### src/rtl/fetch_pkg.sv
// Shared types and default sizing for the instruction fetch responder.
package fetch_pkg;

  // Fetch controller states, fixed 3-bit encoding.
  typedef enum logic [2:0] {
    IDLE = 3'd0,
    REQ  = 3'd1,
    WAIT = 3'd2,
    HOLD = 3'd3,
    ERR  = 3'd4
  } fetch_state_t;

  localparam int FETCH_BITS     = 32;
  localparam int FETCH_WAIT_MAX = 16;

endpackage

### src/rtl/instr_fetch.sv
// Instruction fetch responder: requests the word at the PC address, captures
// the memory response, hands it to decode over valid/ready and pulses
// load_instr on acceptance. A wait timer raises a sticky fault when memory
// never answers.
module instr_fetch
  import fetch_pkg::*;
#(
  parameter int BITS     = FETCH_BITS,
  parameter int WAIT_MAX = FETCH_WAIT_MAX
) (
  input  logic            clk,
  input  logic            rst,
  input  logic [BITS-1:0] pc_addr,
  output logic            load_instr,
  output logic            mem_req,
  output logic [BITS-1:0] mem_addr,
  input  logic            mem_gnt,
  input  logic            mem_rvalid,
  input  logic [BITS-1:0] mem_rdata,
  output logic [BITS-1:0] instr,
  output logic [BITS-1:0] instr_addr,
  output logic            instr_valid,
  input  logic            instr_ready,
  output logic            fetch_err
);

  // Counter wide enough to reach WAIT_MAX-1 without wrapping.
  localparam int                CNT_W     = $clog2(WAIT_MAX);
  localparam logic [CNT_W-1:0]  CNT_LIMIT = CNT_W'(WAIT_MAX - 1);
  localparam logic [CNT_W-1:0]  CNT_ONE   = CNT_W'(1);

  fetch_state_t     state_r;
  fetch_state_t     state_nxt_s;
  logic [BITS-1:0]  instr_r;
  logic [BITS-1:0]  instr_addr_r;
  logic [CNT_W-1:0] wait_cnt_r;
  logic             fetch_err_r;

  // Next-state decode; memory responses are only honoured in WAIT, so stray
  // rvalid pulses from before a reset are dropped in IDLE/REQ.
  always_comb begin
    state_nxt_s = state_r;
    case (state_r)
      IDLE: begin
        state_nxt_s = REQ;
      end
      REQ: begin
        if (mem_gnt) begin
          state_nxt_s = WAIT;
        end else begin
          state_nxt_s = REQ;
        end
      end
      WAIT: begin
        if (mem_rvalid) begin
          state_nxt_s = HOLD;
        end else if (wait_cnt_r == CNT_LIMIT) begin
          state_nxt_s = ERR;
        end else begin
          state_nxt_s = WAIT;
        end
      end
      HOLD: begin
        if (instr_ready) begin
          state_nxt_s = REQ;
        end else begin
          state_nxt_s = HOLD;
        end
      end
      ERR: begin
        state_nxt_s = ERR;
      end
      default: begin
        state_nxt_s = IDLE;
      end
    endcase
  end

  // Handshake outputs; mem_addr follows the PC while requesting and the
  // latched address while the response is outstanding.
  always_comb begin
    mem_req     = 1'b0;
    mem_addr    = {BITS{1'b0}};
    instr_valid = 1'b0;
    load_instr  = 1'b0;
    case (state_r)
      REQ: begin
        mem_req  = 1'b1;
        mem_addr = pc_addr;
      end
      WAIT: begin
        mem_addr = instr_addr_r;
      end
      HOLD: begin
        instr_valid = 1'b1;
        mem_addr    = instr_addr_r;
        if (instr_ready) begin
          load_instr = 1'b1;
        end else begin
          load_instr = 1'b0;
        end
      end
      default: begin
        mem_req = 1'b0;
      end
    endcase
  end

  // State, capture registers, wait timer and sticky fault flag.
  always_ff @(posedge clk or posedge rst) begin
    if (rst) begin
      state_r      <= IDLE;
      instr_r      <= {BITS{1'b0}};
      instr_addr_r <= {BITS{1'b0}};
      wait_cnt_r   <= {CNT_W{1'b0}};
      fetch_err_r  <= 1'b0;
    end else begin
      state_r     <= state_nxt_s;
      fetch_err_r <= (state_nxt_s == ERR);
      case (state_r)
        REQ: begin
          if (mem_gnt) begin
            instr_addr_r <= pc_addr;
            wait_cnt_r   <= {CNT_W{1'b0}};
          end
        end
        WAIT: begin
          if (mem_rvalid) begin
            instr_r <= mem_rdata;
          end else if (wait_cnt_r != CNT_LIMIT) begin
            wait_cnt_r <= wait_cnt_r + CNT_ONE;
          end
        end
        default: begin
          wait_cnt_r <= wait_cnt_r;
        end
      endcase
    end
  end

  assign instr      = instr_r;
  assign instr_addr = instr_addr_r;
  assign fetch_err  = fetch_err_r;

endmodule

### config.mk
export PLATFORM = sky130hd
export DESIGN_NAME = instr_fetch
export DESIGN_NICKNAME = d
export VERILOG_FILES = /design/src/rtl/fetch_pkg.sv /design/src/rtl/instr_fetch.sv
export SDC_FILE = /design/constraint.sdc
export NUM_CORES = 1
export LEC_CHECK = 0
export ABC_AREA = 1
export BUFFER_PORTS_ARGS = -buffer_cell sky130_fd_sc_hd__buf_4
export CAP_MARGIN = 10
export CORE_MARGIN = 1
export CORE_UTILIZATION = 46
export DETAILED_ROUTE_END_ITERATION = 8
export PLACE_DENSITY = 0.81
export SKIP_CTS_REPAIR_TIMING = 1
export SLEW_MARGIN = 30
export SYNTH_ARGS = -nofsm -noshare
export SYNTH_HDL_FRONTEND = slang
export SYNTH_SLANG_ARGS = --single-unit
### constraint.sdc
create_clock -name clk -period 2.45 [get_ports clk]
set_input_delay 0.245 -clock clk [delete_from_list [all_inputs] [get_ports clk]]
set_output_delay 0.245 -clock clk [all_outputs]
set_load 0.02 [all_outputs]
==> run summary <==
Pleak: 2.74 nW
Die ar.: 7770 um^2
Slowest-stage cell, CP: dfrtp_1
die height: 88.2 um
# diodes: 0
FF/Latch Area: 1800 um^2
dpl cell area: 4710 um^2
CP arrival: 1.89 ns
yosys warns: 0
clock sinks: 72
most frequent cells in the layout: 173 x buf_4, 143 x nand2_1, 72 x dfrtp_1
Hold Crit Start: mem_rdata[30]
reg2reg end: instr_addr[11]$_DFFE_PP0P_
area grow syn2layout: 43.8%
Ports: 169
Buf+Inv Stages, Crit Path: 3
Top FF cell, synth: dfrtp_1
Fillers: 613
share of synthesized registers carrying an async set or reset: 1.00
GPL Wtd Cong: 0.805
CP peak stage delay: 0.68 ns
CTS tree: yes
vias in the first global route: 2987
DRT iter0 DRCs: 183
top cells by area, synth: dfrtp_1 53%, nand2_1 16%, o21ai_2 5.9%, nand3_1 5.9%, o21ai_0 4.7%
CTS max path bufs: 2
Post-Route Skew: 0.00766 ns
maximum vdd ir drop: 0.000673 V
total track usage: 0.236
grt ovf: 0
clock root cell: clkbuf_8
core area: 7210 um^2
area of the multi-input gates: 1290 um^2
max_cap viols: 0
first-pass GRT wire length: 13.8 mm
row count: 31
NumNets Final: 640
status: completed
final design area excluding fillers: 4910 um^2
Post-Synthesis Net Count: 477
Post-Synthesis Cell Area: 3410 um^2
H-tree depth: 3
CP top delay family: flip-flops
largest net degree at the start of global routing: 73
vias per cell: 4.87
initial core utilization: 0.473
Worst Setup Start Kind: register
share of layout cells above drive strength 1: 0.393
endpoints failing setup: 0
sequential area share after synthesis: 0.528
Hold Vio Cnt, Final: 0
initial antenna violation count: 0
path type of the worst min-delay path: in2reg
DIE WIDTH: 88.2 um
critical path type: reg2out
hold path depth: 3
final antenna-violating net count: 0
Critical Path RT: 2.20 ns
period utilization: 0.873
final WL: 8.91 mm
most common cell after layout, fill and taps aside: buf_4
post-synth top area cell: dfrtp_1
Buffers on Ports: 168
Hold EP: instr[30]$_DFFE_PP0P_
clock latency on the worst-skew pair: 0.34 ns
Post-synth EDFFs: 0
Post-Syn Area per Cell: 8.39 um^2
post-synthesis register bit count: 72
Detail Placement HPWL: 6.40 mm
post-synth cell types: 25
Clock transition at path regs: 0.08 ns
pwr dens: 1410 nW/um^2
TritonCTS Buffers: 9
Max-slew headroom: 0.602
setup TNS: 0 ns
DR vias: 3283
1st-pass router iterations: 5
worst-path maximum fanout: 14
crit end category: output pin
DRC: 0
Syn Inst Count: 407
Slew Viols, Final: 0
Worst-Margin Slew: 0.596 ns
Max Freq: 468 MHz
WL/cell: 13.2 um
share of the synthesized area in the top cell type: 0.528
flop-to-flop setup slack: 0.55 ns
reg2reg start: state_r[1]$_DFF_PP0_
RSZ-0062 raised after global routing: no
worst-path cell chain: inv_2, nor3_1, inv_1, nor2_1, buf_4
Reg2Reg Depth: 7
post-route minimum period: 2.14 ns
-- cells in the mapped netlist (4+ instances only) --
cell type and instances:
o21ai_1 9, inv_1 40, clkbuf_1 6, nand3_1 40, buf_4 4, dfrtp_1 72
o21ai_0 32, o21ai_2 23, nand2_1 143, nor2_1 6, buf_6 6, inv_2 5
-- how the worst max path moves through the flow --
stage                     slack, ns                          to            startpoint  cells past startpoint
after floorplan                0.38         fetch_err$_DFF_PP0_                   rst                      1
after global placement         0.67        state_r[1]$_DFF_PP0_  state_r[1]$_DFF_PP0_                      6
after detailed placement       0.59  instr_addr[11]$_DFFE_PP0P_  state_r[1]$_DFF_PP0_                      7
after CTS                      0.34                  load_instr  state_r[1]$_DFF_PP0_                      5
after global routing           0.14                  load_instr  state_r[1]$_DFF_PP0_                      5
final                          0.31                  load_instr  state_r[1]$_DFF_PP0_                      5
-- through the flow --
step	hold WS, ns	setup slack (ns)	total power, mW	std cells	util
after floorplan	0.344	0.380	4.41	407	-
after global placement	0.361	0.671	5.94	657	0.652
after detailed placement	0.367	0.593	6.04	657	0.652
after CTS	-0.00740	0.342	6.98	673	0.679
after global routing	0.0692	0.137	7.40	674	0.681
final	0.0910	0.312	6.94	674	0.681
-- sequential cells by signal, summed over array words and instances, names as in the netlist --
| name | flops |
|---|---|
| state_r | 3 |
| fetch_err | 1 |
| wait_cnt_r | 4 |
| instr | 32 |
| instr_addr | 32 |
-- final cells by class --
cell class,count,share of cell area
repair buffers,175,0.271
inverters,45,0.0344
well taps,99,0.0252
clock inverters,7,0.0145
flip-flops and latches,72,0.367
clock buffers,9,0.0252
multi-input cells,267,0.263
-- power breakdown --
part	total [mW]	internal, mW	switching [mW]
registers	2.12	1.71	0.414
logic	3.90	1.58	2.32
clock network	0.925	0.472	0.454
total	6.94	3.75	3.19
-- kinds of logic after synthesis --
| kind of cell | after synthesis | synth area share |
|---|---|---|
| AND/OR/NAND/NOR | 199 | 0.249 |
| flip-flops | 72 | 0.528 |
| buffers and inverters | 68 | 0.0938 |
| AO/OA/AOI/OAI | 66 | 0.123 |
| XOR/XNOR | 1 | 0.00257 |
| adder cells (fa/ha/maj) | 1 | 0.00366 |
-- per-layer routing --
layer / GRT usage / vias to the layer above / share of wire
met5: 0 / - / 0
met2: 0.369 / 168 / 0.46
met4: 0.0689 / 0 / 0.0079
met1: 0.303 / 1491 / 0.42
met3: 0.0971 / 9 / 0.11
li1: - / 1615 / -
-- worst register-to-register path, delay by kind of cell, from the launching register on --
kind | cells | cell delay (ns)
AO/OA/AOI/OAI | 1 | 0.08
buffers and inverters | 3 | 0.56
flip-flops | 1 | 0.68
AND/OR/NAND/NOR | 3 | 0.52
Power figures use the tool's default switching activity.
